File: config.mk
export PLATFORM = sky130hd
export DESIGN_NAME = instr_encoder
export DESIGN_NICKNAME = d
export VERILOG_FILES = /design/src/rtl/instr_encoder.sv
export SDC_FILE = /design/constraint.sdc
export NUM_CORES = 1
export LEC_CHECK = 0
export CAP_MARGIN = 20
export CELL_PAD_IN_SITES_DETAIL_PLACEMENT = 0
export CELL_PAD_IN_SITES_GLOBAL_PLACEMENT = 1
export CORE_MARGIN = 3
export CORE_UTILIZATION = 28
export CTS_CLUSTER_SIZE = 12
export DETAILED_ROUTE_END_ITERATION = 12
export GPL_TIMING_DRIVEN = 0
export PLACE_DENSITY = 0.8
export SKIP_LAST_GASP = 1
export SYNTH_ARGS = -nofsm -noshare
export SYNTH_HDL_FRONTEND = slang
export SYNTH_SLANG_ARGS = --single-unit
File: constraint.sdc
create_clock -name clk_i -period 1.7 [get_ports clk_i]
set_input_delay 0.425 -clock clk_i [delete_from_list [all_inputs] [get_ports clk_i]]
set_output_delay 0.425 -clock clk_i [all_outputs]
set_load 0.03 [all_outputs]
File: src/rtl/instr_encoder.sv
// Encodes MIPS-style instruction fields into 32-bit words and streams them to instruction memory.
// Optional feature: define ENC_ILLEGAL_CHECK_EN to reject illegal classes and raise a sticky error flag.
module instr_encoder #(
   parameter int MAX_WORDS = 256
) (
   input  logic        clk_i,
   input  logic        rst_i,
   input  logic        start_i,
   input  logic [31:0] base_addr_i,
   input  logic        req_valid_i,
   output logic        req_ready_o,
   input  logic [2:0]  class_i,
   input  logic [4:0]  rs_i,
   input  logic [4:0]  rt_i,
   input  logic [4:0]  rd_i,
   input  logic [5:0]  funct_i,
   input  logic [15:0] imm_i,
   output logic        imem_we_o,
   output logic [31:0] imem_addr_o,
   output logic [31:0] imem_data_o,
   input  logic        imem_ready_i,
   output logic [8:0]  count_o,
   output logic        full_o,
   output logic        err_o
);

   typedef enum logic [1:0] {
      ST_IDLE  = 2'd0,
      ST_WRITE = 2'd1,
      ST_FULL  = 2'd2
   } state_t;

   localparam logic [2:0] CLS_RTYPE = 3'b000;
   localparam logic [2:0] CLS_ADDI  = 3'b001;
   localparam logic [2:0] CLS_LW    = 3'b010;
   localparam logic [2:0] CLS_SW    = 3'b011;
   localparam logic [2:0] CLS_SLTI  = 3'b100;
   localparam logic [2:0] CLS_BEQ   = 3'b101;

   localparam logic [8:0] C_MAX_WORDS = 9'(MAX_WORDS);

   state_t      r_state;
   state_t      w_state_next;
   logic [31:0] r_addr;
   logic [31:0] r_data;
   logic [8:0]  r_count;

   logic [31:0] w_enc_word;
   logic        w_req_ready;
   logic        w_accept;
   logic        w_do_write;
   logic        w_wr_done;
   logic [8:0]  w_count_inc;

   // NOTE: every variable driven here gets a default first, so no path leaves it unassigned and no latch is inferred.
   always_comb begin
      w_enc_word = 32'h0000_0000;
      case (class_i)
         CLS_RTYPE: w_enc_word = {6'h00, rs_i, rt_i, rd_i, 5'b00000, funct_i};
         CLS_ADDI:  w_enc_word = {6'h08, rs_i, rt_i, imm_i};
         CLS_LW:    w_enc_word = {6'h23, rs_i, rt_i, imm_i};
         CLS_SW:    w_enc_word = {6'h2B, rs_i, rt_i, imm_i};
         CLS_SLTI:  w_enc_word = {6'h0A, rs_i, rt_i, imm_i};
         CLS_BEQ:   w_enc_word = {6'h04, rs_i, rt_i, imm_i};
         default:   w_enc_word = 32'h0000_0000;
      endcase
   end

   // start_i masks ready so a simultaneous request is never taken.
   assign w_req_ready = (r_state == ST_IDLE) && !start_i;
   assign w_accept    = req_valid_i && w_req_ready;
   assign w_wr_done   = (r_state == ST_WRITE) && imem_ready_i;
   assign w_count_inc = r_count + 9'd1;

`ifdef ENC_ILLEGAL_CHECK_EN
   logic w_illegal;
   logic w_set_err;
   logic r_err;

   assign w_illegal  = (class_i == 3'b110) || (class_i == 3'b111);
   assign w_do_write = w_accept && !w_illegal;
   assign w_set_err  = w_accept && w_illegal;

   always_ff @(posedge clk_i or negedge rst_i) begin
      if (!rst_i) begin
         r_err <= 1'b0;
      end else if (start_i) begin
         r_err <= 1'b0;
      end else if (w_set_err) begin
         r_err <= 1'b1;
      end
   end

   assign err_o = r_err;
`else
   assign w_do_write = w_accept;
   assign err_o      = 1'b0;
`endif

   // NOTE: sequential state uses non-blocking assignments so every register samples pre-edge values.
   always_ff @(posedge clk_i or negedge rst_i) begin
      if (!rst_i) begin
         r_state <= ST_IDLE;
      end else begin
         r_state <= w_state_next;
      end
   end

   always_comb begin
      w_state_next = r_state;
      if (start_i) begin
         w_state_next = ST_IDLE;
      end else begin
         case (r_state)
            ST_IDLE: begin
               if (w_do_write) begin
                  w_state_next = ST_WRITE;
               end
            end
            ST_WRITE: begin
               if (imem_ready_i) begin
                  w_state_next = (w_count_inc == C_MAX_WORDS) ? ST_FULL : ST_IDLE;
               end
            end
            ST_FULL: begin
               w_state_next = ST_FULL;
            end
            default: begin
               w_state_next = ST_IDLE;
            end
         endcase
      end
   end

   // Address always points at the next word; data only changes when a new word is taken.
   always_ff @(posedge clk_i or negedge rst_i) begin
      if (!rst_i) begin
         r_addr  <= 32'h0000_0000;
         r_data  <= 32'h0000_0000;
         r_count <= 9'd0;
      end else if (start_i) begin
         r_addr  <= base_addr_i;
         r_count <= 9'd0;
      end else begin
         if (w_do_write) begin
            r_data <= w_enc_word;
         end
         if (w_wr_done) begin
            r_addr  <= r_addr + 32'd4;
            r_count <= w_count_inc;
         end
      end
   end

   assign req_ready_o = w_req_ready;
   assign imem_we_o   = (r_state == ST_WRITE);
   assign imem_addr_o = r_addr;
   assign imem_data_o = r_data;
   assign count_o     = r_count;
   assign full_o      = (r_state == ST_FULL);

endmodule

==> results.ini, run 1 <==
[grt]
antenna_found_initial=1
grt_max_degree=47
overflow=0
grt_pass1_vias=3728
grt_pass1_wl_mm=19.1
track_usage_pct=16.5

[placement]
dp_cells=718
portBuffers=151
placed_area_mm2=0.00552
dpl.hpwl_mm=8.88
gp_congestion=0.787

[route]
vias=3764
vias_per_cell=4.91
wl_per_cell_um=16.1
ant_nets=0
drt_first_pass_iters=4
drcViolationCount=0
drt_iter0_drc=230
wirelength_mm=12.3

[worst_hold_path]
hold_class=primary input to async pin

[synth]
post_synth_inst_count=393
yosys_warnings=0
muxShareOfSynthArea_pct=3.86
async_flop_share_pct=100
synth_compound_area_share_pct=14.1
synth-seq-area-share_pct=49.4
synth_top_family_by_area=simple AND/OR/NAND/NOR gates
synth_xor_area_share_pct=4.26
synth_cell_types=43
synthFlopType=dfrtp_1
syn_avg_cell_area_um2=9.41
netlist_area_mm2=0.00370
synth_edf_count=0
synth_fa_ha_area_share_pct=0.677
yosys.area_share.simple_pct=23.7
ys_seq_elements=73

[final_layout]
final_common_cell=clkdlybuf4s50_1
fin_cells=766
final_nets=668
fin_area_mm2=0.00611
postLayoutCoreUtil_pct=47.8
drive_gt1_share_pct=19.4
final_cell_mix=clkdlybuf4s50_1, dlygate4sd2_1, nand2_1, dfrtp_1, o21ai_0
n_fill_cell=1244
area_growth_pct=65.3

[clocking]
cts_max_level=3
clk_pin_slew_ns=0.06
clock_sinks=73
clk_latency_ns=0.33
cts_root_buf=clkbuf_16
ctsLongestPathBuffers=2
cts_made_buffers=9
cts_tree=built

[sta]
finalWorstSetupSlack_ns=-0.0203
worstMarginPinSlew_ns=0.534
timing.final.crit_period_ns=1.72
max_slew_margin_pct=64.4
setup_viol=2
holdWs_ns=0.0159
fmax_mhz=581
tns_ns=-0.0344
finalCritPeriodShare_pct=101
rsz0062_at_grt=true
final_max_slew_viol_count=0
finalClockSkew_ns=0.00655
hold_violations=0

[setup_path]
worstPathArrival_ns=1.30
worst_setup_path_end_kind=output pin
r2r_cells=6
cp.required_ns=1.27
worstSetupStartpointType=register
crit_fanout=4
critPathKind=register to output pin

[run_status]
failed_checks=setup timing
status=finished with violations

[floorplanning]
die_w_um=121
start_util_pct=28.9
row_count=41
core_mm2=0.0128
dieHeight_um=121
die-area_mm2=0.0146
ios=154

[pwr]
leakagePower_nw=2.66
power.density_mw_per_mm2=866
vdd.ir_drop.worst_uv=573

[flow_run]
drv_cap=0

-- registers in the layout, summed over array words and instances, names as in the netlist --
register / cells
r_state: 2
count_o: 9
imem_addr_o: 32
imem_data_o: 30
-- layer usage --
layer / vias up / share of wire, % / GRT usage, %
li1: 1818 / - / -
met1: 1830 / 43 / 21.3
met2: 102 / 50 / 27.3
met3: 14 / 6.0 / 4.62
met4: 0 / 1.2 / 4.32
met5: - / 0 / 0
-- through the flow --
stage | setup slack, ns | total power [mW]
final | -0.0203 | 5.29
after global routing | -0.0958 | 5.56
after CTS | -0.0690 | 5.32
after detailed placement | -1.00 | 3.60
after global placement | -2.79 | 3.57
after floorplan | -0.0830 | 2.83
-- power breakdown --
group / total, mW / internal, mW / leakage [nW] / switching [mW]
sequential: 2.10 / 1.94 / 0.888 / 0.164
combinational: 1.41 / 0.579 / 1.63 / 0.827
clock: 1.79 / 1.10 / 0.136 / 0.684
total: 5.29 / 3.62 / 2.66 / 1.68
-- critical path: stages, from the launching register on --
cell	delay, ns
dfrtp_1	0.39
buf_4	0.15
nor3_4	0.25
buf_6	0.18
-- cell families (layout without fill, tap and decap cells) --
family	count (synthesis)	in the layout
other	1	3
XOR/XNOR	18	18
flip-flops	73	73
AO/OA/AOI/OAI	85	85
AND/OR/NAND/NOR	169	169
adder cells (fa/ha/maj)	2	2
multiplexers	14	14
buffers and inverters	31	230
-- what timing repair did --
action                                  CTS  global route
cloned                                    1             0
resized for setup                       110            41
endpoints found under the setup margin  138            53
hold buffers                              0             0
pin swaps                                13            15
setup buffers                            16            16
-- final cells by class --
| type | instances | area (um2) | share of cell area, % |
|---|---|---|---|
| clock buffer | 15 | 278 | 4.54 |
| sequential | 73 | 1850 | 30.3 |
| buffer | 25 | 169 | 2.76 |
| multi-input combinational | 290 | 1870 | 30.6 |
| timing repair buffer | 184 | 1700 | 27.8 |
| tap | 172 | 215 | 3.52 |
| antenna | 1 | 2.50 | 0.0409 |
| inverter | 6 | 22.5 | 0.368 |
-- cell usage after synthesis (2+ instances only) --
master     n  area (um2)
xor2_1    10        87.6
a21oi_1    5        25.0
mux2i_1   12         120
buf_2      4        20.0
and2_1     2        12.5
mux2_2     2        22.5
nand3_1   14        70.1
nor2b_1    2        12.5
o211ai_1   2        15.0
nand3b_1   2        15.0
or4_1     14         105
clkbuf_1  16        60.1
nand4_1   15        93.8
nor2_1    23        86.3
or3_1      3        18.8
xnor2_1    8        70.1
and4_1     4        35.0
nor3_1     5        25.0
nor4_1     5        31.3
buf_4      4        30.0
a31oi_1   14        87.6
o31a_1     2        17.5
and3_1     6        37.5
o31ai_1   13        97.6
dfrtp_1   73        1830
inv_1      6        22.5
nand2_1   66         248
ha_1       2        25.0
a22o_1     7        61.3
o21ai_0   39         195
-- path summary, 6_finish.rpt --
path                                      start               to  slack, ns
worst min register to register  imem_data_o[14]  imem_data_o[14]       0.47
worst max-delay path                 r_state[1]      req_ready_o      -0.02
worst max register to register       r_state[1]  imem_addr_o[31]      -0.01
max in group asynchronous                 rst_i       r_state[0]       1.10
min in group clk_i              imem_data_o[14]  imem_data_o[14]       0.47
worst min-delay path                      rst_i  imem_addr_o[31]       0.02
(Power assumes the default switching activity.)
==> run 2, diff against run 1 <==
- GPL_TIMING_DRIVEN: 0 -> not set
- SETUP_SLACK_MARGIN: not set -> 0.05
==> results.ini, run 2 (same netlist as run 1, synthesis figures left out) <==
[grt]
overflow=0
grt_max_degree=33
antenna_found_initial=1
grt_pass1_wl_mm=19.1
grt_pass1_vias=3812
track_usage_pct=16.4

[worst_hold_path]
hold_class=primary input to async pin

[floorplanning]
start_util_pct=28.9
ios=154
die-area_mm2=0.0146
die_w_um=121
row_count=41
dieHeight_um=121
core_mm2=0.0128

[clocking]
clock_sinks=73
cts_max_level=3
cts_tree=built
cts_root_buf=clkbuf_16
clk_latency_ns=0.34
cts_made_buffers=9
ctsLongestPathBuffers=2
clk_pin_slew_ns=0.06
cts_hold_buf=0

[route]
ant_nets=0
vias_per_cell=4.92
wl_per_cell_um=15.4
wirelength_mm=11.9
drt_first_pass_iters=6
drt_iter0_drc=213
drcViolationCount=0
vias=3816

[final_layout]
final_nets=678
fin_cells=776
drive_gt1_share_pct=24.0
largest_register_ffs=32
final_cell_mix=clkdlybuf4s50_1, nand2_1, buf_4, dlygate4sd2_1, dfrtp_1
area_growth_pct=69.4
n_fill_cell=1223
n_antenna_cell=0
final_common_cell=clkdlybuf4s50_1
postLayoutCoreUtil_pct=49.0

[run_status]
failed_checks=setup timing
status=finished with violations

[sta]
finalClockSkew_ns=0.00647
setup_viol=2
timing.final.crit_period_ns=1.71
rsz0062_at_grt=true
fmax_mhz=585
hold_violations=0
final_max_slew_viol_count=0
finalCritPeriodShare_pct=101
finalWorstSetupSlack_ns=-0.00994

[placement]
portBuffers=151
dp_cells=733
dpl.hpwl_mm=8.54
gp_congestion=0.814

[flow_run]
drv_cap=0

[pwr]
leakagePower_nw=2.72
vdd.ir_drop.worst_uv=352
power.density_mw_per_mm2=859

[setup_path]
worstPathArrival_ns=1.28
worstSetupStartpointType=register
cp.required_ns=1.27
crit_fanout=3
worst_setup_path_end_kind=output pin
critPathKind=register to output pin

[run 2: path summary, 6_finish.rpt]
check | startpoint | slack [ns] | cells after the start | to
setup / recovery | r_state[1] | -0.01 | 3 | req_ready_o
hold / removal | rst_i | 0.02 | 1 | imem_addr_o[31]
hold reg to reg | imem_data_o[27] | 0.47 | 2 | imem_data_o[27]
max in group asynchronous | rst_i | 1.11 | 2 | imem_data_o[2]
setup reg to reg | r_state[1] | 0 | 5 | imem_addr_o[27]
min in group clk_i | start_i | 0.45 | 3 | imem_addr_o[14]
[run 2: power breakdown]
part / internal (mW) / total (mW) / switching (mW)
Clock: 1.11 / 1.82 / 0.714
Combinational: 0.625 / 1.47 / 0.843
Sequential: 1.94 / 2.09 / 0.152
[run 2: critical path, cell delays in order, from the launching register on]
cell and delay (ns):
dfrtp_1 0.38, buf_4 0.16, nor3_4 0.24, buf_6 0.17
[run 2: final cells by class]
type / instances / area, um2 / share of cell area, %
repair buffers: 218 / 2000 / 32.0
multi-input cells: 291 / 1880 / 30.0
flip-flops and latches: 73 / 1850 / 29.6
clock buffers: 14 / 274 / 4.37
well taps: 172 / 215 / 3.44
inverters: 6 / 22.5 / 0.359
clock inverters: 2 / 12.5 / 0.200
[run 2: what timing repair did]
item                                    in CTS  in global routing
setup buffers                               16                  9
gates resized for setup                     85                 38
endpoints found under the setup margin      90                 38
pin swaps                                   12                 23
cloned                                       1                  1
[run 2: layer usage]
layer | GRT usage [%] | up-vias | part of all wire, %
met1 | 21.9 | 1828 | 43
met2 | 25.4 | 113 | 48
met4 | 7.01 | 2 | 2.1
met5 | 0 | - | 0.067
li1 | - | 1850 | -
met3 | 3.92 | 23 | 6.3
[run 2: per-stage QoR]
stage	TNS (ns)	power, mW	worst slack [ns]	hold slack (ns)	instance area [um2]
floorplan	-0.128	2.84	-0.0827	0.129	3770
global placement	-11.21	3.63	-0.442	0.400	5740
detailed placement	-12.16	3.65	-0.474	0.404	5740
CTS	-0.0600	5.40	-0.0359	0.0345	6110
global route	-0.495	5.64	-0.0790	0.0560	6260
finish	-0.0149	5.38	-0.00994	0.0239	6260
